`config.mk`:
```
export PLATFORM = sky130hd
export DESIGN_NAME = if_fetch_flat
export DESIGN_NICKNAME = d
export VERILOG_FILES = /design/src/rtl/if_fetch_if.sv /design/src/rtl/if_fetch.sv /design/src/flat_wrapper.sv
export SDC_FILE = /design/constraint.sdc
export NUM_CORES = 1
export LEC_CHECK = 0
export ABC_CLOCK_PERIOD_IN_PS = 4300
export BUFFER_PORTS_ARGS = -buffer_cell sky130_fd_sc_hd__clkbuf_2
export CELL_PAD_IN_SITES_DETAIL_PLACEMENT = 0
export CELL_PAD_IN_SITES_GLOBAL_PLACEMENT = 1
export CORE_UTILIZATION = 35
export CTS_CLUSTER_SIZE = 16
export DETAILED_ROUTE_END_ITERATION = 12
export GPL_TIMING_DRIVEN = 0
export PLACE_DENSITY_LB_ADDON = 0.1
export SYNTH_ARGS = -nofsm -noshare
export SYNTH_HDL_FRONTEND = slang
export SYNTH_SLANG_ARGS = --single-unit
```
`constraint.sdc`:
```
create_clock -name clk -period 4.3 [get_ports clk]
set_input_delay 1.075 -clock clk [delete_from_list [all_inputs] [get_ports clk]]
set_output_delay 1.075 -clock clk [all_outputs]
set_load 0.005 [all_outputs]
```
`src/rtl/if_fetch_if.sv`:
```
// Instruction-bus channel between the fetch stage (master) and instruction memory (slave).
// Optional feature macro used by the fetch stage: IFETCH_MISALIGN_CHECK_EN.
interface if_fetch_if;
  logic        req;
  logic [31:0] addr;
  logic        gnt;
  logic        rvalid;
  logic [31:0] rdata;

  // req/gnt: a request is accepted on an edge where req && gnt. After that, rvalid
  // strobes rdata for one cycle. At most one request is outstanding. addr may change while req && !gnt.
  modport master (output req, output addr, input gnt, input rvalid, input rdata);
  modport slave  (input req, input addr, output gnt, output rvalid, output rdata);
endinterface

```
`src/rtl/if_fetch.sv`:
```
// Instruction-fetch stage: owns the PC, issues single-outstanding reads, presents instr/addr or NOP.
// Optional macro IFETCH_MISALIGN_CHECK_EN: sticky misaligned-redirect flag that parks the fetch.
module if_fetch #(
  parameter logic [31:0] RESET_PC = 32'h0000_0000
) (
  input  logic        clk,
  input  logic        rst_,
  if_fetch_if.master  ibus,
  input  logic        stall_i,
  input  logic        jump_i,
  input  logic [31:0] jump_addr_i,
  output logic [31:0] inst_o,
  output logic [31:0] inst_addr_o,
  output logic        inst_valid_o,
`ifdef IFETCH_MISALIGN_CHECK_EN
  output logic        fetch_misaligned_o,
`endif
  output logic [2:0]  state_o
);

  localparam logic [31:0] NOP = 32'h0000_0013;

  typedef enum logic [2:0] {
    ST_IDLE    = 3'd0,
    ST_REQ     = 3'd1,
    ST_WAIT    = 3'd2,
    ST_PRESENT = 3'd3,
    ST_DRAIN   = 3'd4
  } state_e;

  state_e      state_q, state_d;
  logic [31:0] pc_q;
  logic [31:0] inst_q;
  logic [31:0] inst_addr_q;
  logic        inst_valid_q;
  logic [31:0] jump_target;
  logic        park_d;
  state_e      resume_st;

`ifdef IFETCH_MISALIGN_CHECK_EN
  logic park_q;

  assign jump_target = jump_addr_i;
  assign park_d      = jump_i ? (jump_addr_i[1:0] != 2'b00) : park_q;

  always_ff @(posedge clk or posedge rst_) begin
    if (rst_) park_q <= 1'b0;
    else      park_q <= park_d;
  end

  assign fetch_misaligned_o = park_q;
`else
  assign jump_target = jump_addr_i & ~32'h0000_0003;
  assign park_d      = 1'b0;
`endif

  // A parked fetch idles in IDLE instead of re-entering REQ.
  assign resume_st = park_d ? ST_IDLE : ST_REQ;

  always_ff @(posedge clk or posedge rst_) begin
    if (rst_) state_q <= ST_IDLE;
    else      state_q <= state_d;
  end

  always_comb begin
    state_d = state_q;
    if (jump_i) begin
      unique case (state_q)
        ST_REQ:   state_d = ibus.gnt    ? ST_DRAIN  : resume_st;
        ST_WAIT:  state_d = ibus.rvalid ? resume_st : ST_DRAIN;
        ST_DRAIN: state_d = ibus.rvalid ? resume_st : ST_DRAIN;
        default:  state_d = resume_st;
      endcase
    end else begin
      unique case (state_q)
        ST_IDLE:    state_d = resume_st;
        ST_REQ:     if (ibus.gnt)    state_d = ST_WAIT;
        ST_WAIT:    if (ibus.rvalid) state_d = ST_PRESENT;
        ST_PRESENT: if (!stall_i)    state_d = resume_st;
        ST_DRAIN:   if (ibus.rvalid) state_d = resume_st;
        default:    state_d = ST_IDLE;
      endcase
    end
  end

  always_comb begin
    ibus.req  = (state_q == ST_REQ);
    ibus.addr = pc_q;
    state_o   = state_q;
  end

  always_ff @(posedge clk or posedge rst_) begin
    if (rst_) begin
      pc_q         <= RESET_PC;
      inst_q       <= NOP;
      inst_addr_q  <= 32'h0;
      inst_valid_q <= 1'b0;
    end else if (jump_i) begin
      pc_q         <= jump_target;
      inst_q       <= NOP;
      inst_addr_q  <= 32'h0;
      inst_valid_q <= 1'b0;
    end else if (state_q == ST_WAIT && ibus.rvalid) begin
      pc_q         <= pc_q + 32'd4;
      inst_q       <= ibus.rdata;
      inst_addr_q  <= pc_q;
      inst_valid_q <= 1'b1;
    end else if (state_q == ST_PRESENT && !stall_i) begin
      inst_q       <= NOP;
      inst_addr_q  <= 32'h0;
      inst_valid_q <= 1'b0;
    end
  end

  assign inst_o       = inst_q;
  assign inst_addr_o  = inst_addr_q;
  assign inst_valid_o = inst_valid_q;

endmodule

```
`src/flat_wrapper.sv`:
```
// flat-port wrapper written by rule: the top's interface ports become plain ports
module if_fetch_flat 
#(
  parameter logic [31:0] RESET_PC = 32'h0000_0000
)
  (clk, rst_, stall_i, jump_i, jump_addr_i, inst_o, inst_addr_o, inst_valid_o, state_o, ibus_req, ibus_addr, ibus_gnt, ibus_rvalid, ibus_rdata);
  if_fetch_if ibus_i ();
  input  logic clk;
  input  logic rst_;
  input  logic stall_i;
  input  logic jump_i;
  input  logic [31:0] jump_addr_i;
  output logic [31:0] inst_o;
  output logic [31:0] inst_addr_o;
  output logic inst_valid_o;
  output logic [2:0] state_o;
  output wire logic [$bits(ibus_i.req)-1:0] ibus_req;
  output wire logic [$bits(ibus_i.addr)-1:0] ibus_addr;
  input wire logic [$bits(ibus_i.gnt)-1:0] ibus_gnt;
  input wire logic [$bits(ibus_i.rvalid)-1:0] ibus_rvalid;
  input wire logic [$bits(ibus_i.rdata)-1:0] ibus_rdata;
  assign ibus_req = ibus_i.req;
  assign ibus_addr = ibus_i.addr;
  assign ibus_i.gnt = ibus_gnt;
  assign ibus_i.rvalid = ibus_rvalid;
  assign ibus_i.rdata = ibus_rdata;
  if_fetch #(.RESET_PC(RESET_PC)) u_core (.clk(clk), .rst_(rst_), .ibus(ibus_i), .stall_i(stall_i), .jump_i(jump_i), .jump_addr_i(jump_addr_i), .inst_o(inst_o), .inst_addr_o(inst_addr_o), .inst_valid_o(inst_valid_o), .state_o(state_o));
endmodule
```
# Word-level counts from Yosys, hierarchy flattened
# Index checks and enable logic that the tools add are counted.
dict set report word_totals {
  out_inout_bits 101
  ff_bits 100
  inputBits 70
  word_cells 42
}
dict set report classes {
  mux 20
  addsub 1
  n_reduce_logical 8
  n_eq_ne 8
}
# operator count
set op_table {}
lappend op_table {{two-way mux 32 bit} 8}
lappend op_table {{adder 32 x 3 -> 32 bit, second input constant} 1}
lappend op_table {{two-way mux 3 bit} 7}
lappend op_table {{one-hot mux 3 bit (5 select lines)} 1}
lappend op_table {{inequality test 3 bit, second input constant} 3}
lappend op_table {{== test 3 x 2 -> 1 bit, second input constant} 2}
lappend op_table {{one-hot mux 3 bit (2 select lines)} 1}
lappend op_table {{AND reduction 4 bit} 1}
lappend op_table {{== test 3 x 1 -> 1 bit, second input constant} 1}
lappend op_table {{== test 3 bit, second input constant} 1}
lappend op_table {{zero test 3 bit} 1}
lappend op_table {{two-way mux 1 bit} 3}
lappend op_table {{inequality test 3 x 2 -> 1 bit, second input constant} 1}
lappend op_table {{nonzero test 3 bit} 1}
lappend op_table {{logical AND 1 bit} 2}
lappend op_table {{nonzero test 2 bit} 1}
lappend op_table {{OR reduction 2 bit} 1}
lappend op_table {{zero test 1 bit} 1}

# Depth between registers and ports, before layout
dict set report depth {
  word_depth 5
  depth_mapped 7
  mapped_depth_nobuf 5
}

# Worst setup path after synthesis
# No wires, ideal clock.
dict set report synth_timing {
  path_type {in2reg}
  start {input ibus_rvalid}
  end {register u_core.pc_q[28], in the netlist u_core.ibus.addr[28]}
  t_arrival_ns 2.445
  cell_stages 5
  setup_slack_ns 1.773
  setup_time_ns 0.082
  required_ns 4.218
  path_buffers 1
  cell_sequence {nor4bb_1 clkbuf_1 nand4_1 or4_1 a31oi_1}
}
dict set report synth_via {
  elab_chain_cells 2
}
# element line_no
set synth_lines {}
lappend synth_lines {{start, declared} flat_wrapper.sv:20} ;# input wire logic [$bits(ibus_i.rvalid)-1:0] ibus_rvalid;
lappend synth_lines {{logical AND 1 bit} if_fetch.sv:103} ;# end else if (state_q == ST_WAIT && ibus.rvalid) begin
lappend synth_lines {{nonzero test 2 bit (no source line)} n/a}
lappend synth_lines {{end signal, assigned} if_fetch.sv:99} ;# pc_q <= jump_target;
lappend synth_lines {{end signal, assigned} if_fetch.sv:104} ;# pc_q <= pc_q + 32'd4;
lappend synth_lines {{end, declared} if_fetch.sv:32} ;# logic [31:0] pc_q;
# Every way passes these cells.
# A chain may end at the register's enable or synchronous reset.

# Final worst setup path
dict set report layout_timing {
  start {input ibus_rvalid}
  end {register u_core.inst_addr_q[27], in the netlist u_core.inst_addr_o[27]}
}
dict set report layout_via {
  elab_chain_cells 3
  elab_cells_between_ends 4
  cone_classes {mux (2); reduce/logical (2)}
}
# element line_no
set layout_lines {}
lappend layout_lines {{logical AND 1 bit (*)} if_fetch.sv:103}
lappend layout_lines {{two-way mux 32 bit} if_fetch.sv:103}
lappend layout_lines {{two-way mux 32 bit} if_fetch.sv:98} ;# end else if (jump_i) begin
lappend layout_lines {{end signal, assigned} if_fetch.sv:106} ;# inst_addr_q <= pc_q;
lappend layout_lines {{end, declared} if_fetch.sv:34} ;# logic [31:0] inst_addr_q;
# Mark *: on every way between the ends. The rest lies on a longest branch, timed or not.

==> qor.yml <==
finalSetupViolCount: 0
drt_iter0_markers: 246
fmax_mhz: 362
busiest_layer: "met1"
clock-sinks: 97
grt_use_met2_pct: 30.8
fin_crit_sh_pct: 64.2
grt-ovfl-total: 0
final_nets: 644
synth.area.top_cells: "dfrtp_1, a22o_1, nand2_1, or4_1, clkbuf_1"
skew_ps: 6.58
design.die.area_um2: 12800
place_area_um2: 5410
hpwl_um: 9530
crit_path_frequent_cell: "clkbuf_1"
hold_end: "u_core.inst_o[0]$_DFFE_PP1P_"
syn2layout_area_growth_pct: 33.0
synth-edff-count: 0
root_buffer: "clkbuf_16"
cts_made_buffers: 9
r2r_slack_ps: 1800
grt_use_met1_pct: 31.3
grt.total_usage_pct: 21.3
report.final.slew_viol_count: 0
antenna_found_initial: 0
wl_per_cell_um: 17.4
synthesis.area_um2: 4330
core_um2: 12100
syn_area_per_cell_um2: 11.0
synth.largest_area_cell: "dfrtp_1"
viasPerCell: 5.28
synthCells: 394
worstPathCellList: "clkbuf_2 > nand4bb_1 > clkbuf_1 > nor2_1 > clkbuf_1 > a22o_1"
endpoint_kind: "flop"
finalSetupTns_ps: 0
wl_um: 13000
rsz0062_at_grt: "false"
crit_fanout: 10
yosysTopAreaCellShare_pct: 54.3
peakVddDrop_uv: 175
dr.pass1.iters: 6
clk_latency_ps: 350
initial_core_util_pct: 35.9
grt_pass1_wl_um: 20500
fp.dieW_um: 113
crit_slowest_cell: "nor2_1"
antenna_cells: 0
globalRouteMet3Util_pct: 4.61
cts_hold_buf: 0
ys.flop_type: "dfrtp_1"
port_buffers: 165
cts_buffer_depth: 2
p_leak_nw: 2.82
cts_setup_buffers: 0
timing.rr.end: "u_core.inst_addr_o[27]$_DFFE_PP0P_"
cts_tree: "done"
grt_start_max_net_pins: 60
status: "finished, final reports clean"
slew_headroom_pct: 54.2
cts.clk_slew.worst_paths_ps: 60
ys_async_sr_fraction_pct: 100
reg2regPathDepth: 5
hold_violations: 0
cts.htree.levels: 3
ios: 171
drcViolationCount: 0
hp-start: "u_core.inst_o[0]$_DFFE_PP1P_"
cp-start-kind: "input pin"
yosysSeqAreaShare_pct: 56.1
gp_congestion: 0.778
whs_ps: 464
fin_area_um2: 5760
drtAntennaViolNets: 0
vias: 3938
ys_ff_latch: 97
hold_path.class: "flop to flop"
worstSetupPathType: "input pin to flop"
fp-row-count: 40
die_h_um: 113
synth_cell_type_count: 54
drive_gt1_share_pct: 35.5
cap_violations: 0
yosys_warnings: 0
required_ps: 4590
grt_pass1_vias: 3679
crit-reg2reg-launch: "u_core.state_o[2]$_DFFE_PP0P_"
critical_path_arrival_ps: 3050
hold-path-cell-count: 2
ys_top_cells_by_count: "dfrtp_1, a22o_1, nand2_1"
period_minus_slack_ps: 2760
max_stage_delay_ps: 560
tightestPinTransition_ps: 682
cts-resized-gates: 0
pwr_density_cell_nw_per_um2: 404
yosysMostFrequentCell: "dfrtp_1"
-- logic make-up after synthesis --
logic type                 synth area share, %
and+or+nand+nor                           16.4
AOI/OAI and AO/OA                         20.5
DFF                                       56.1
buffers and inverters                     4.42
xor gates and xnor gates                  2.02
adders and majority gates                0.289
other                                   0.0865
muxes                                    0.231
-- state kept, by name, indices dropped and copies added (netlist names) --
signal,cells
u_core.state_o,3
u_core.inst_o,32
u_core.inst_valid_o,1
u_core.ibus.addr,30
u_core.inst_addr_o,31
-- routing by layer --
metal	up-vias	share of wire (%)
li1	1858	-
met5	-	0
met3	14	5.2
met4	0	1.5
met2	117	45
met1	1949	48
-- stage by stage --
step | setup WS, ps | std cells | util (%) | power (mW)
after floorplan | 696 | 395 | - | 1.23
after global placement | -580 | 728 | 44.5 | 1.40
after global routing | 1450 | 746 | 47.8 | 2.44
after CTS | 1550 | 746 | 47.8 | 2.36
after detailed placement | 1180 | 730 | 44.9 | 1.41
final | 1540 | 746 | 47.8 | 2.33
-- area by class of cell --
cell class | instances | area, um^2
inverter | 14 | 55.1
sequential | 97 | 2430
tap | 168 | 210
buffer | 31 | 139
fill | 1223 | 6300
timing repair buffer | 167 | 861
clock inverter | 6 | 115
multi-input combinational | 253 | 1710
clock buffer | 10 | 239
-- layout by cell type (no fill, tap or decap), types with 2 or more instances in the layout --
| cell type | Yosys | final |
|---|---|---|
| dfrtp_1 | 94 | 94 |
| a22o_1 | 59 | 59 |
| or3_1 | 2 | 2 |
| nor3_1 | 10 | 10 |
| xnor2_1 | 6 | 6 |
| or4_1 | 13 | 13 |
| conb_1 | 1 | 2 |
| nand2_1 | 27 | 27 |
| xor2_1 | 4 | 4 |
| bufinv_16 | 0 | 3 |
| or3_2 | 3 | 3 |
| nor4_1 | 7 | 7 |
| o211ai_1 | 2 | 2 |
| o31ai_1 | 9 | 9 |
| clkbuf_2 | 0 | 165 |
| nor2_1 | 15 | 15 |
| o31a_1 | 2 | 2 |
| a31oi_1 | 12 | 12 |
| dfstp_2 | 3 | 3 |
| clkbuf_16 | 0 | 9 |
| a211o_1 | 3 | 3 |
| and3_1 | 3 | 3 |
| buf_4 | 3 | 4 |
| nand2b_1 | 2 | 2 |
| buf_2 | 3 | 3 |
| and4_1 | 2 | 2 |
| a21oi_1 | 7 | 7 |
| o21ai_0 | 13 | 13 |
| clkinv_4 | 0 | 2 |
| clkbuf_1 | 24 | 24 |
| inv_1 | 13 | 12 |
| nand4_1 | 14 | 14 |
| nand3_1 | 13 | 13 |
-- worst max-delay path, delay by kind of cell --
| family | cells | cell delay (ps) |
|---|---|---|
| simple gates | 2 | 730 |
| buf+inv | 3 | 990 |
| compound gates | 1 | 250 |
-- power breakdown --
| part | leakage [nW] | switching [mW] | internal (mW) |
|---|---|---|---|
| clock network | 0.169 | 0.354 | 0.586 |
| registers | 1.27 | 0.0837 | 0.971 |
| logic | 1.38 | 0.185 | 0.147 |
| total | 2.82 | 0.623 | 1.70 |
-- worst max path at each step --
| stage | to | slack [ps] | from | cells after the start |
|---|---|---|---|---|
| 2_1_floorplan | u_core.ibus.addr[10]$_DFFE_PP0P_ | 700 | rst_ | 1 |
| 3_3_place_gp | u_core.state_o[1]$_DFFE_PP0P_ | -580 | rst_ | 2 |
| 3_5_place_dp | u_core.inst_addr_o[28]$_DFFE_PP0P_ | 1180 | ibus_rvalid | 6 |
| 4_1_cts | u_core.inst_addr_o[30]$_DFFE_PP0P_ | 1550 | ibus_rvalid | 6 |
| 5_1_grt | u_core.ibus.addr[28]$_DFFE_PP0P_ | 1450 | ibus_rvalid | 6 |
| 6_report | u_core.inst_addr_o[27]$_DFFE_PP0P_ | 1540 | ibus_rvalid | 6 |
(Power assumes the default switching activity.)
